`config.mk`:
```
export PLATFORM = sky130hd
export DESIGN_NAME = serial_and_collector
export DESIGN_NICKNAME = d
export VERILOG_FILES = /design/src/rtl/serial_and_collector.sv
export SDC_FILE = /design/constraint.sdc
export NUM_CORES = 1
export LEC_CHECK = 0
export ABC_AREA = 1
export CAP_MARGIN = 20
export CORE_MARGIN = 2
export CORE_UTILIZATION = 50
export CTS_BUF_LIST = sky130_fd_sc_hd__clkbuf_4 sky130_fd_sc_hd__clkbuf_8 sky130_fd_sc_hd__clkbuf_16
export DETAILED_ROUTE_END_ITERATION = 7
export HOLD_SLACK_MARGIN = 0.05
export PLACE_DENSITY = 0.75
export SLEW_MARGIN = 25
export SYNTH_ARGS = -nofsm -noshare
export SYNTH_HDL_FRONTEND = slang
export SYNTH_SLANG_ARGS = --single-unit
```
`constraint.sdc`:
```
create_clock -name clk -period 2.68 [get_ports clk]
set_clock_uncertainty 0.1 [all_clocks]
set_input_delay 0.402 -clock clk [delete_from_list [all_inputs] [get_ports clk]]
set_output_delay 0.402 -clock clk [all_outputs]
set_load 0.02 [all_outputs]
```
`src/rtl/serial_and_collector.sv`:
```
// Bit-serial AND collector: forms a AND b per beat via a 2:1 mux, packs the
// results into a word with all/any/popcount reductions, and hands it downstream.
module serial_and_collector #(
    parameter  int WIDTH = 8,
    localparam int CNT_W = $clog2(WIDTH + 1)
) (
    input  logic             clk,
    input  logic             rst,
    input  logic             up_valid,
    output logic             up_ready,
    input  logic             up_a,
    input  logic             up_b,
    input  logic             up_last,
    output logic             down_valid,
    input  logic             down_ready,
    output logic [WIDTH-1:0] out_word,
    output logic [CNT_W-1:0] out_len,
    output logic             out_all,
    output logic             out_any,
    output logic [CNT_W-1:0] out_pop,
    output logic             out_trunc
);

    typedef enum logic {COLLECT, HOLD} state_t;

    state_t            state, state_nx;
    logic [CNT_W-1:0]  cnt;
    logic [WIDTH-1:0]  word;
    logic [CNT_W-1:0]  pop;
    logic              all_r;
    logic              any_r;

    logic              accept;
    logic              close;
    logic              rbit;
    logic [WIDTH-1:0]  word_nx;

    function automatic logic and_mux(input logic sel, input logic d1);
        return sel ? d1 : 1'b0;
    endfunction

    assign rbit    = and_mux(up_a, up_b);
    assign accept  = up_valid && up_ready;
    assign close   = up_last || (cnt == CNT_W'(WIDTH - 1));
    assign word_nx = word | (WIDTH'(rbit) << cnt);

    always_ff @(posedge clk or posedge rst) begin
        if (rst) begin
            state <= COLLECT;
        end else begin
            state <= state_nx;
        end
    end

    always_comb begin
        state_nx   = state;
        up_ready   = 1'b0;
        down_valid = 1'b0;
        case (state)
            COLLECT: begin
                up_ready = 1'b1;
                if (up_valid && close) state_nx = HOLD;
            end
            HOLD: begin
                down_valid = 1'b1;
                if (down_ready) state_nx = COLLECT;
            end
            default: state_nx = COLLECT;
        endcase
    end

    // Accumulators restart as soon as a packet closes; HOLD blocks new beats
    // until the result is taken, so the cleared state is what COLLECT resumes with.
    always_ff @(posedge clk or posedge rst) begin
        if (rst) begin
            cnt       <= '0;
            word      <= '0;
            pop       <= '0;
            all_r     <= 1'b1;
            any_r     <= 1'b0;
            out_word  <= '0;
            out_len   <= '0;
            out_all   <= 1'b0;
            out_any   <= 1'b0;
            out_pop   <= '0;
            out_trunc <= 1'b0;
        end else if (accept) begin
            if (close) begin
                out_word  <= word_nx;
                out_len   <= cnt + CNT_W'(1);
                out_pop   <= pop + CNT_W'(rbit);
                out_all   <= all_r & rbit;
                out_any   <= any_r | rbit;
                out_trunc <= !up_last;
                cnt       <= '0;
                word      <= '0;
                pop       <= '0;
                all_r     <= 1'b1;
                any_r     <= 1'b0;
            end else begin
                cnt   <= cnt + CNT_W'(1);
                word  <= word_nx;
                pop   <= pop + CNT_W'(rbit);
                all_r <= all_r & rbit;
                any_r <= any_r | rbit;
            end
        end
    end

endmodule

```
==> results of run 1 <==
[sequential cells by signal (all words and copies together) (netlist names)]
signal     flops
out_word       8
word           8
cnt            4
out_len        4
out_pop        4
pop            4
all_r          1
any_r          1
out_all        1
out_any        1
out_trunc      1
state          1
[where the power goes]
part	internal (uW)	leakage [uW]	switching [uW]	total, uW
logic	162	0.000566	222	384
clock network	135	0.0000368	184	319
registers	647	0.000511	55.6	702
total	943	0.00111	462	1410
[through the flow]
step,setup WS (ns),cells,instance area (um^2),util,total power (uW)
floorplan,1.15,210,1830,-,958
global placement,0.629,279,2110,0.618,1090
detailed placement,0.562,279,2110,0.618,1100
CTS,0.658,287,2170,0.636,1420
global route,0.616,287,2170,0.636,1490
finish,0.675,287,2170,0.636,1410
[worst max path at each step]
stage / endpoint / start / cells past startpoint / slack [ns]
after floorplan: pop[2] / up_a / 6 / 1.15
after global placement: pop[2] / up_a / 7 / 0.63
after detailed placement: pop[2] / up_a / 7 / 0.56
after CTS: up_ready / state / 2 / 0.66
after global routing: up_ready / state / 2 / 0.62
final: up_ready / state / 2 / 0.68
[cell families after synthesis]
kind of cell / after synthesis / share of synthesized area
and+or+nand+nor: 111 / 0.279
AOI/OAI and AO/OA: 19 / 0.0739
xor gates and xnor gates: 2 / 0.00958
adders and majority gates: 3 / 0.0205
DFF: 38 / 0.521
buffers and inverters: 37 / 0.0964
[routing by layer]
| metal | up-vias | global-route usage | wire length [um] |
|---|---|---|---|
| met5 | - | 0 | 0 |
| li1 | 698 | - | - |
| met3 | 5 | 0.0538 | 140 |
| met2 | 23 | 0.305 | 1540 |
| met1 | 638 | 0.251 | 1670 |
| met4 | 0 | 0.0771 | 60 |
[tightest hold or removal path: cells and delay by family]
kind	cells	cell delay, ns
buf+inv	3	0.85
[final cells by class]
| type | instances | share of cell area |
|---|---|---|
| clock buffers | 8 | 0.0277 |
| inverters | 32 | 0.0565 |
| multi-input cells | 135 | 0.323 |
| flip-flops and latches | 38 | 0.439 |
| well taps | 46 | 0.0265 |
| repair buffers | 28 | 0.128 |
[placed cells by master, fill, tap and decap left out]
cell type / n
nand3b_1: 1
nand2_1: 76
o22ai_1: 2
inv_2: 2
o21ai_0: 6
dfstp_2: 1
buf_4: 1
dfrtp_1: 37
nor2_8: 1
nand3_2: 1
nor2_2: 6
clkbuf_4: 8
ha_1: 3
xnor2_1: 2
nand2_4: 1
nand2_2: 5
nand4_1: 1
o21ai_2: 8
nor2_1: 7
a21oi_2: 2
nand3_1: 11
inv_4: 1
clkdlybuf4s50_1: 27
o21ai_1: 1
nand2_8: 1
inv_1: 29
==> results.json, run 1 <==
{
  "status": "completed",
  "r2r_end": "out_len[3]",
  "r2r_slack_ns": 0.97,
  "port_buffers": 27,
  "start_util": 0.536,
  "synth_area_per_cell_um2": 8.71,
  "p_per_area_nw_per_um2": 647,
  "drc": 0,
  "rr_worst_depth": 7,
  "seqCellArea_um2": 952,
  "finalSetupViolCount": 0,
  "io_pins": 28,
  "slew_headroom": 0.681,
  "start_kind": "flop",
  "crit_chain": "inv_1 > clkdlybuf4s50_1",
  "yosys.cell_count.top_type": "nand2_1",
  "clock_latency_ns": 0.35,
  "synth_edf_count": 0,
  "first_iter_violations": 40,
  "fin_crit_ns": 2.00,
  "arrival_ns": 1.50,
  "cts_made_buffers": 5,
  "multi_input_area_um2": 701,
  "num_vias": 1364,
  "rsz0062_at_grt": "false",
  "die_width_um": 64.5,
  "synth_top_area_frac": 0.506,
  "fin_tns_setup_ns": 0,
  "ant_nets": 0,
  "yosysTopAreaCell": "dfrtp_1",
  "finalMaxSlewViolations": 0,
  "end_kind": "output pin",
  "ys_types": 26,
  "holdBufCountCts": 0,
  "fin_hold_ws_ns": 0.353,
  "cts_tree": "built",
  "rows": 21,
  "synth-seq-cells": 38,
  "clock_sinks": 38,
  "crit_type": "reg2out",
  "routabilityCongestion": 0.876,
  "critPathMaxStageDelay_ns": 0.60,
  "die_area_um2": 4160,
  "first_global_vias": 1352,
  "coreArea_um2": 3420,
  "synth_warnings": 0,
  "post-route-period-util": 0.748,
  "synthFlopType": "dfrtp_1",
  "die_h_um": 64.5,
  "synth_nets": 220,
  "cp.required_ns": 2.18,
  "grt_start_max_net_pins": 39,
  "async_reset_ff_frac": 1.00,
  "cp_slowest_cell": "clkdlybuf4s50_1",
  "grt_pass1_wl_um": 6110,
  "fmax_mhz": 499,
  "tightest_slew_ns": 0.478,
  "hold_viol": 0,
  "synthesis.area_um2": 1830,
  "crit_family": "buffers and inverters",
  "clock_path_buffers": 2,
  "area.growth.synth_to_final_pct": 18.7,
  "totalWireLength_um": 3410,
  "drv_cap": 0,
  "drive_gt1_frac": 0.158,
  "grt.overflow.total": 0,
  "ctsResizeCount": 0,
  "r2r_start": "cnt[0]",
  "crit_buf_inv": 2,
  "post_drt_wl_per_cell_um": 11.9,
  "netlist_top_cells_area": "dfrtp_1 51%, nand2_1 16%, inv_1 6.0%, o21ai_2 3.8%, nand3_1 3.0%",
  "via_per_inst": 4.75,
  "hold_class": "in2async",
  "leakagePower_uw": 0.00111,
  "nFillCells": 311,
  "gr-usage-all-layers": 0.192,
  "path_clk_slew_ns": 0.11,
  "dr.pass1.iters": 4,
  "ir_drop_mv": 0.309,
  "syn_inst": 210,
  "antenna_found_initial": 0,
  "postCtsSetupRepairBufs": 0,
  "hpwlAfterDp_um": 2340,
  "synth_seq_area_share": 0.521,
  "diodes": 0,
  "cts_htree_levels": 2,
  "root_buffer": "clkbuf_4",
  "synth_common_cells": "76 x nand2_1, 37 x dfrtp_1, 29 x inv_1",
  "crit_fanout": 3,
  "nets": 250
}
(Power assumes the default switching activity.)
==> inputs of run 2 (changes only) <==
- clock period: 2.68 -> 2.05 ns (I/O delays scaled with it)
==> run 2 against run 1 <==
  * Sequential share of layout area shrank 0.60 points
  * Largest cell class unchanged
  * Cell count is 0.35% higher
  * Combinational power rose by 30%
  * Total power grew 38%
  * Wire length fell by 4.6%
  * First-iteration DRC count grew 110%
  * Flip-flop and latch count is the same
  * Global-route usage decreased by 0.54 points
  * Count of clock-buffer cells in the layout decreased by 1
  * Via count down 0.81%
  * Register-to-register slack got worse by 0.59 ns
  * Die area did not move
==> results.json, run 2 (same netlist as run 1, synthesis figures left out) <==
{
  "crit_chain": "inv_1 > clkdlybuf4s50_1",
  "post_drt_wl_per_cell_um": 11.3,
  "mostFrequentLayoutCells": "76 x nand2_1, 37 x dfrtp_1, 29 x inv_1",
  "totalWireLength_um": 3260,
  "r2r_end": "out_word[6]",
  "r2r_start": "cnt[0]",
  "first_global_vias": 1360,
  "drc": 0,
  "root_buffer": "clkbuf_4",
  "crit_fanout": 3,
  "holdBufCountCts": 0,
  "sequentialPowerShare": 0.471,
  "pwr-share-clk": 0.271,
  "crit_end": "up_ready",
  "r2r_slack_ns": 0.38,
  "rr_worst_depth": 7,
  "ant_nets": 0,
  "clock_path_buffers": 2,
  "diodes": 0,
  "first_iter_violations": 85,
  "die_area_um2": 4160,
  "drv_cap": 0,
  "cts_tree": "built",
  "status": "completed",
  "hold_viol": 0,
  "nets": 251,
  "grt.overflow.total": 0,
  "io_pins": 28,
  "p_int_uw": 1340,
  "ir_drop_mv": 0.548,
  "cts_made_buffers": 5,
  "finalInstanceArea_um2": 2200,
  "post-route-period-util": 0.934,
  "path_clk_slew_ns": 0.11,
  "routabilityCongestion": 0.864,
  "slew_headroom": 0.688,
  "start_util": 0.536,
  "clock_latency_ns": 0.35,
  "ctsResizeCount": 0,
  "coreArea_um2": 3420,
  "antenna_found_initial": 0,
  "startpoint": "state",
  "finalMaxSlewViolations": 0,
  "gr-usage-all-layers": 0.187,
  "grt_pass1_wl_um": 5950,
  "top_regs": "out_word: 8 flops, word: 8 flops",
  "cp_slowest_cell": "clkdlybuf4s50_1",
  "hold_class": "in2async",
  "clock_sinks": 38,
  "arrival_ns": 1.51,
  "switchingPower_uw": 601,
  "rsz0062_at_grt": "false",
  "end_kind": "output pin",
  "hpwlAfterDp_um": 2250,
  "tightest_slew_ns": 0.468,
  "num_vias": 1353,
  "start_kind": "flop",
  "port_buffers": 27,
  "critPathMaxStageDelay_ns": 0.60,
  "post_dp_cell_area_um2": 2120,
  "rows": 21,
  "p_comb_frac": 0.258,
  "die_width_um": 64.5,
  "finalSetupViolCount": 0,
  "final_common_cell": "nand2_1",
  "p_per_area_nw_per_um2": 883,
  "drive_gt1_frac": 0.161,
  "fin_crit_ns": 1.91,
  "fmax_mhz": 522,
  "die_h_um": 64.5,
  "area.growth.synth_to_final_pct": 20.3,
  "via_per_inst": 4.70,
  "cp.required_ns": 1.64,
  "leakagePower_uw": 0.00113,
  "power.total_uw": 1940,
  "postCtsSetupRepairBufs": 0,
  "switching_share": 0.309,
  "crit_type": "reg2out",
  "cts_htree_levels": 2,
  "dr.pass1.iters": 4,
  "grt_start_max_net_pins": 39,
  "fin_tns_setup_ns": 0
}
==> run 2: power groups by stage <==
stage | logic, uW | registers (uW) | clock network [uW]
after floorplan | 253 | 999 | 0
after CTS | 509 | 918 | 539
final | 501 | 916 | 527
after global routing | 557 | 934 | 570
after detailed placement | 506 | 933 | 0
after global placement | 502 | 928 | 0
==> run 2: worst min-delay path by stage <==
stage | to | cells after the start | slack, ns
floorplan | out_trunc | 1 | 0.29
global placement | all_r | 2 | 0.36
detailed placement | out_pop[3] | 2 | 0.37
CTS | state | 3 | 0.27
global route | out_len[1] | 3 | 0.34
finish | state | 3 | 0.26
==> run 2: stage by stage <==
| step | setup WS, ns | std cells | hold slack, ns | utilization |
|---|---|---|---|---|
| global route | 0.0707 | 288 | 0.339 | 0.644 |
| floorplan | 0.612 | 210 | 0.289 | - |
| finish | 0.136 | 288 | 0.260 | 0.644 |
| CTS | 0.121 | 288 | 0.271 | 0.644 |
| global placement | 0.175 | 280 | 0.360 | 0.620 |
| detailed placement | 0.130 | 280 | 0.366 | 0.620 |
==> run 2: worst max-delay path, delay by kind of cell (launching register included) <==
family	cells	cell delay (ns)
buffers and inverters	2	0.70
DFF	1	0.47
==> run 2: layer usage <==
layer / routed length [um] / vias to the layer above / global-route usage
met4: 61 / 0 / 0.0851
met3: 158 / 4 / 0.0503
met5: 0 / - / 0
met2: 1450 / 30 / 0.297
li1: - / 704 / -
met1: 1580 / 615 / 0.240
==> run 2: area by class of cell <==
cell class / count / area [um^2]
flip-flops and latches: 38 / 952
inverters: 32 / 123
well taps: 46 / 57.6
multi-input cells: 135 / 701
clock buffers: 7 / 52.6
clock inverters: 1 / 30.0
fillers: 303 / 1210
repair buffers: 29 / 285
